## src/rtl/johnson_to_bin.sv

```systemverilog
// johnson_to_bin: combinational Johnson code word to binary index with legality flag
module johnson_to_bin #(
  parameter int N = 8,
  parameter int IDX_W = 4
) (
  input  logic [N-1:0]     jc,
  output logic             legal,
  output logic [IDX_W-1:0] idx_raw
);
  localparam logic [N-1:0] ONES = '1;
  // Leading-ones codes map to 0..N, leading-zeros codes to N+1..2N-1
  always_comb begin
    legal = 1'b0;
    idx_raw = '0;
    for (int i = 0; i <= N; i++)
      if (jc == ~(ONES >> i)) begin
        legal = 1'b1;
        idx_raw = IDX_W'(i);
      end
    for (int i = 1; i < N; i++)
      if (jc == (ONES >> i)) begin
        legal = 1'b1;
        idx_raw = IDX_W'(N + i);
      end
  end
endmodule

```

## config.mk

```make
export PLATFORM = sky130hd
export DESIGN_NAME = johnson_to_bin
export DESIGN_NICKNAME = d
export VERILOG_FILES = /design/src/rtl/johnson_to_bin.sv
export SDC_FILE = /design/constraint.sdc
export NUM_CORES = 1
export LEC_CHECK = 0
export BUFFER_PORTS_ARGS = -buffer_cell sky130_fd_sc_hd__buf_2
export CORE_AREA = 4 4 41 43
export DETAILED_ROUTE_END_ITERATION = 10
export DIE_AREA = 0 0 45 47
export GPL_TIMING_DRIVEN = 0
export PLACE_DENSITY_LB_ADDON = 0.15
export SETUP_SLACK_MARGIN = 0.5
export SLEW_MARGIN = 20
export SYNTH_ARGS = -nofsm -noshare
export SYNTH_HDL_FRONTEND = slang
export SYNTH_SLANG_ARGS = --single-unit
```

## constraint.sdc

```tcl
create_clock -name vclk -period 1.4
set_input_delay 0.21 -clock vclk [all_inputs]
set_output_delay 0.21 -clock vclk [all_outputs]
set_load 0.03 [all_outputs]
```

# [Word-level counts from Yosys, hierarchy flattened]
# Cells that the tools add are included.
# W data, S select, Z words.
[totals] ff_bits=0 wordCells=47 out_inout_bits=5 input_bits=8
[op_classes] n_eq_ne=15 mux=31 n_reduce_logical=1
[ops] op="$eq A8 B8 Y1 const B" count=8
[ops] op="$mux W4" count=14
[ops] op="$mux W1" count=17
[ops] op="$eq A8 B1 Y1 const B" count=1
[ops] op="$eq A8 B2 Y1 const B" count=1
[ops] op="$eq A8 B3 Y1 const B" count=1
[ops] op="$eq A8 B4 Y1 const B" count=1
[ops] op="$eq A8 B5 Y1 const B" count=1
[ops] op="$eq A8 B6 Y1 const B" count=1
[ops] op="$eq A8 B7 Y1 const B" count=1
[ops] op="$logic_not A8 Y1" count=1

# [Depth between registers and ports, before layout]
# Gate-level depths: netlist of run 1.
[depth] word_depth=17 depth_mapped=5 depth_no_buf=4

# [Worst setup path after synthesis of run 1]
# No wires, ideal clock.
[synth_timing] path_type="input port to output port" startpoint="input jc[7]" endpoint="output legal" cell_stages=4 slack_ps=-312 arrival_ps=1502 path_buffers=0 required_time_ps=1190 path_cell_list="or4b_4 > nor3_2 > a2111o_1 > a2111o_1"
[synth_between] elab_chain_cells=17 word_cells_on_any_way=32 classes_between="eq/ne: 15; mux: 16; reduce/logical: 1"
[synth_lines] item="start: declaration" line_no="6" source="input logic [N-1:0] jc,"
[synth_lines] item="$logic_not A8 Y1" line_no="16" source="if (jc == ~(ONES >> i)) begin"
[synth_lines] item="$mux W1 (9 in a row)" line_no="16"
[synth_lines] item="$mux W1 (6 in a row)" line_no="21" source="if (jc == (ONES >> i)) begin"
[synth_lines] item="$mux W1 *" line_no="21"
[synth_lines] item="end: declaration" line_no="7" source="output logic legal,"
# Every way passes the cells marked *; elsewhere a longest branch is shown, timed or not.

# [Worst setup path after layout of run 1]
[layout_timing] startpoint="input jc[0]" endpoint="output legal"
# Same word-level chain as after synthesis.

==> results.ini, run 1 <==
[run_status]
status=finished with violations
violations=negative setup slack

[sta]
fmax_ghz=0.629
slew_violations=0
worst_slew_pin_slew_ns=0.341
hold_violations=0
fin_crit_ns=1.59
rsz0062_at_grt=true
setup_viol=4
whs_ns=0.813
fin_crit_sh_pct=113
final.setup.worst_slack_ns=-0.189
setup_tns_ns=-0.670
relSlewSlack_pct=77.0

[clock_tree]
cts_hold_buf=0

[global_route]
grt_use_met3_pct=0.383
antenna_found_initial=0
overflow=0
grt_util_met2_pct=16.7
grt-busiest-layer=met2
track_usage_pct=9.30
grt_pass1_vias=358
grt_pass1_wl_um=1530
use_met1_pct=12.2
grt_max_degree=9

[yosys]
synth_fa_ha_area_share_pct=0
syn_nets=49
ys_seq_area_share_pct=0
syn_area_sq_um=262
synth_top_family_by_area=simple AND/OR/NAND/NOR gates
synth_commonest_cells=nand2_1 (7), nor2_1 (4), a21oi_1 (3), nor3_1 (3)
synth_area_leaders=nand2_1 (10%), a2111o_1 (8.6%), nor3_2 (7.7%)
synth_xor_area_share_pct=6.70
synth_top_cell_by_area=nand2_1
synthDistinctLibCells=26
yosysMostFrequentCell=nand2_1
synth-simple-area-share_pct=63.6
ys.warnings.count=0
yosysTopAreaCellShare_pct=10.0
avgSynthCellArea_sq_um=6.38
synthMuxAreaShare_pct=3.83
netlist_instances=41
synth_compound_gate_area_share_pct=21.5

[min_path]
worstHoldStart=jc[5]
holdCritPathClass=in -> out

[layout]
final_nets=67
clkbuf_count=0
seq_cell_count=0
fin_cells=72
design_area_sq_um=534
diodes=0
final_core_util_pct=41.1
drive_gt1_share_pct=57.9
ff_latch_area_sq_um=0
area_delta_synth_final_pct=104

[critical_path]
path_class=in -> out
slowest_stage=a2111o_1
crit_path_start_kind=primary input
cp_max_fo=5
critPathCaptureType=output pin
cp.arrival_ns=1.38
crit_chain=buf_12, or4b_4, nor3_2, a2111o_1, a2111o_1, buf_6
crit_required_ns=1.19
cpMostUsedCell=a2111o_1
critical-path-max-stage-delay_ns=0.35
crit_start=jc[0]

[routing]
ant_nets=0
wl_per_cell_um=13.3
drtIter0Drc=1
drt-pass1-iter-count=2
vias=370
via_per_inst=5.14
routed_wl_um=954
drc=0

[place]
dp.cells=68
gp_congestion=0.730
port_buffers=12
place_ws_ns=-0.337
place_area_sq_um=369
dp_hpwl_um=625

[die]
ios=13
die_w_um=45
die_h_um=47
start_util_pct=20.1
core_area_sq_mm=0.00130
dieArea_sq_mm=0.00212
fp-row-count=13

[power]
power_density_mw_per_mm2=241
ir_worst_vdd_mv=0.122
power_mw=0.129
p_leak_nw=0.244

[run]
cap_violations=0

## timing repair
action | in CTS | in global routing
pin swaps | 10 | 7
buffers inserted | 1 | 3
gates resized for setup | 29 | 9
cloned | 0 | 0
hold endpoints to repair | 0 | 0
setup endpoints to repair | 5 | 5
## area by class of cell
type               instances  area [sq um]
fillers                  147           767
multi-input cells         39           327
repair buffers            16           170
well taps                 15          18.8
plain buffers              1          15.0
inverters                  1          3.75
## per-layer routing
layer	share of wire, %	vias up
li1	-	190
met1	45	170
met2	50	10
met3	5.3	0
met4	0	0
met5	0	-
## cell families (layout without fill, tap and decap cells)
group | after synthesis | after routing
xor gates and xnor gates | 2 | 2
and+or+nand+nor | 28 | 28
muxes | 1 | 1
buffers and inverters | 2 | 18
AOI/OAI and AO/OA | 8 | 8
## worst paths after layout
path	to	depth (start not counted)
worst max-delay path	legal	6
worst min-delay path	idx_raw[3]	4
## cell usage in the layout, fill, tap and decap left out, types with 2 or more instances in the layout
| cell type | instances |
|---|---|
| buf_6 | 6 |
| buf_8 | 3 |
| buf_4 | 6 |
| nand2_4 | 2 |
| a2111o_1 | 2 |
| nor3_4 | 2 |
| nand2_1 | 4 |
| nor2_1 | 4 |
| nor3_2 | 2 |
| a21oi_1 | 3 |
## report_power, final
part / leakage, nW / internal (mW) / switching, mW
Combinational: 0.244 / 0.0647 / 0.0640
Clock: 0 / 0 / 0
Sequential: 0 / 0 / 0
Total: 0.244 / 0.0647 / 0.0640
## critical path: cells and delay by family
family / cells / cell delay, ns
AOI/OAI and AO/OA: 2 / 0.65
buffers and inverters: 2 / 0.24
and+or+nand+nor: 2 / 0.27
Note: power is estimated with default switching activity, not from simulation.
==> inputs of run 2 (changes only) <==
--- a/config.mk
+++ b/config.mk
@@ -10,9 +10,11 @@
 export DETAILED_ROUTE_END_ITERATION = 10
 export DIE_AREA = 0 0 45 47
 export GPL_TIMING_DRIVEN = 0
+export MAX_ROUTING_LAYER = met4
 export PLACE_DENSITY_LB_ADDON = 0.15
 export SETUP_SLACK_MARGIN = 0.5
 export SLEW_MARGIN = 20
 export SYNTH_ARGS = -nofsm -noshare
 export SYNTH_HDL_FRONTEND = slang
 export SYNTH_SLANG_ARGS = --single-unit
+export TNS_END_PERCENT = 5
==> run 2 against run 1 <==
The run still ends with negative setup slack left. Worst hold slack gained 0.0050 ns. Power shrank 22%. Worst setup slack lost 0.021 ns. Maximum frequency shrank 1.3%. First-iteration DRC count shrank 100%. Combinational power shrank 23%. Largest cell class unchanged.
==> results.ini, run 2 (synthesis gave the netlist of run 1 again) <==
[min_path]
holdCritPathClass=in -> out

[routing]
drt-pass1-iter-count=1
vias=370
drtIter0Drc=0
ant_nets=0
wl_per_cell_um=12.9
drc=0
via_per_inst=5.36
routed_wl_um=887

[critical_path]
crit_chain=buf_6, or4b_4, nor3_2, a2111o_1, a2111o_1, buf_6
cp_max_fo=8
critical-path-max-stage-delay_ns=0.36
path_class=in -> out
crit_buf_inv=2
crit_path_start_kind=primary input
crit_required_ns=1.19
cp.arrival_ns=1.40
critPathCaptureType=output pin
slowest_stage=a2111o_1
critical-path-top-delay-family=compound AO/OA/AOI/OAI gates

[power]
p_leak_nw=0.197
switching_power_mw=0.0564
switching_share_pct=56.5
p_seq_share_pct=0
ir_worst_vdd_mv=0.0899
pwr-share-comb_pct=100.0
p_int_mw=0.0434
power_density_mw_per_mm2=235
p_clk_share_pct=0

[sta]
relSlewSlack_pct=77.1
hold_violations=0
setup_tns_ns=-0.768
slew_violations=0
rsz0062_at_grt=true
worst_slew_pin_slew_ns=0.340
fin_crit_ns=1.61
final.setup.worst_slack_ns=-0.210
setup_viol=4
fmax_ghz=0.621
fin_crit_sh_pct=115

[layout]
clkbuf_count=0
diodes=0
final_nets=64
ff_latch_area_sq_um=0
mostFrequentLayoutCells=nand2_1 (5), buf_6 (5), buf_4 (4), nor2_1 (4), buf_2 (4)
fin_cells=69
fillers=153
drive_gt1_share_pct=46.3
seq_cell_count=0
area_delta_synth_final_pct=62.2

[die]
core_area_sq_mm=0.00130
die_h_um=47
die_w_um=45
start_util_pct=20.1
dieArea_sq_mm=0.00212
ios=13
fp-row-count=13

[place]
port_buffers=12
gp_congestion=0.695
dp_hpwl_um=621
dp.cells=68

[run_status]
status=finished with violations
violations=negative setup slack

[global_route]
grt_pass1_vias=353
overflow=0
grt-busiest-layer=met2
track_usage_pct=9.36
grt_use_met3_pct=0
antenna_found_initial=0
use_met1_pct=12.4
grt_max_degree=9
grt_pass1_wl_um=1520
grt_util_met2_pct=16.9

[clock_tree]
cts_hold_buf=0

[run]
cap_violations=0

run 2: layout make-up:
class | instances | area, sq um | share of cell area, %
Timing Repair Buffer | 13 | 106 | 25.1
Buffer | 1 | 7.51 | 1.77
Tap cell | 15 | 18.8 | 4.42
Multi-Input combinational cell | 39 | 288 | 67.8
Inverter | 1 | 3.75 | 0.885
run 2: metrics by stage:
stage	hold WS, ns	util, %	instance area [sq um]	power, mW	setup WS (ns)
finish	0.818	32.6	424	0.0998	-0.210
global route	0.853	32.6	424	0.109	-0.272
CTS	0.820	30.8	400	0.0929	-0.195
detailed placement	0.901	26.2	340	0.0778	-0.323
global placement	0.895	26.2	340	0.0795	-0.355
floorplan	0.687	-	262	0.0454	-0.312
run 2: power by group through the flow:
stage          clock, mW  combinational (mW)  sequential (mW)
6_report               0              0.0998                0
5_1_grt                0               0.109                0
4_1_cts                0              0.0929                0
3_5_place_dp           0              0.0778                0
3_3_place_gp           0              0.0795                0
2_1_floorplan          0              0.0454                0
run 2: routing by layer:
layer / vias to the layer above / share of wire, %
li1: 186 / -
met1: 176 / 44
met2: 8 / 54
met3: 0 / 1.9
met4: 0 / 0
met5: - / 0
run 2: timing repair:
action / 4_1_cts / 5_1_grt
endpoints found under the setup margin: 5 / 5
gates resized for setup: 18 / 4
pin swaps: 4 / 4
buffers inserted: 0 / 1
run 2: worst paths after layout:
path                endpoint  cells after the start  slack [ns]   from
setup / recovery       legal                      6       -0.21  jc[0]
hold / removal    idx_raw[3]                      4        0.82  jc[0]
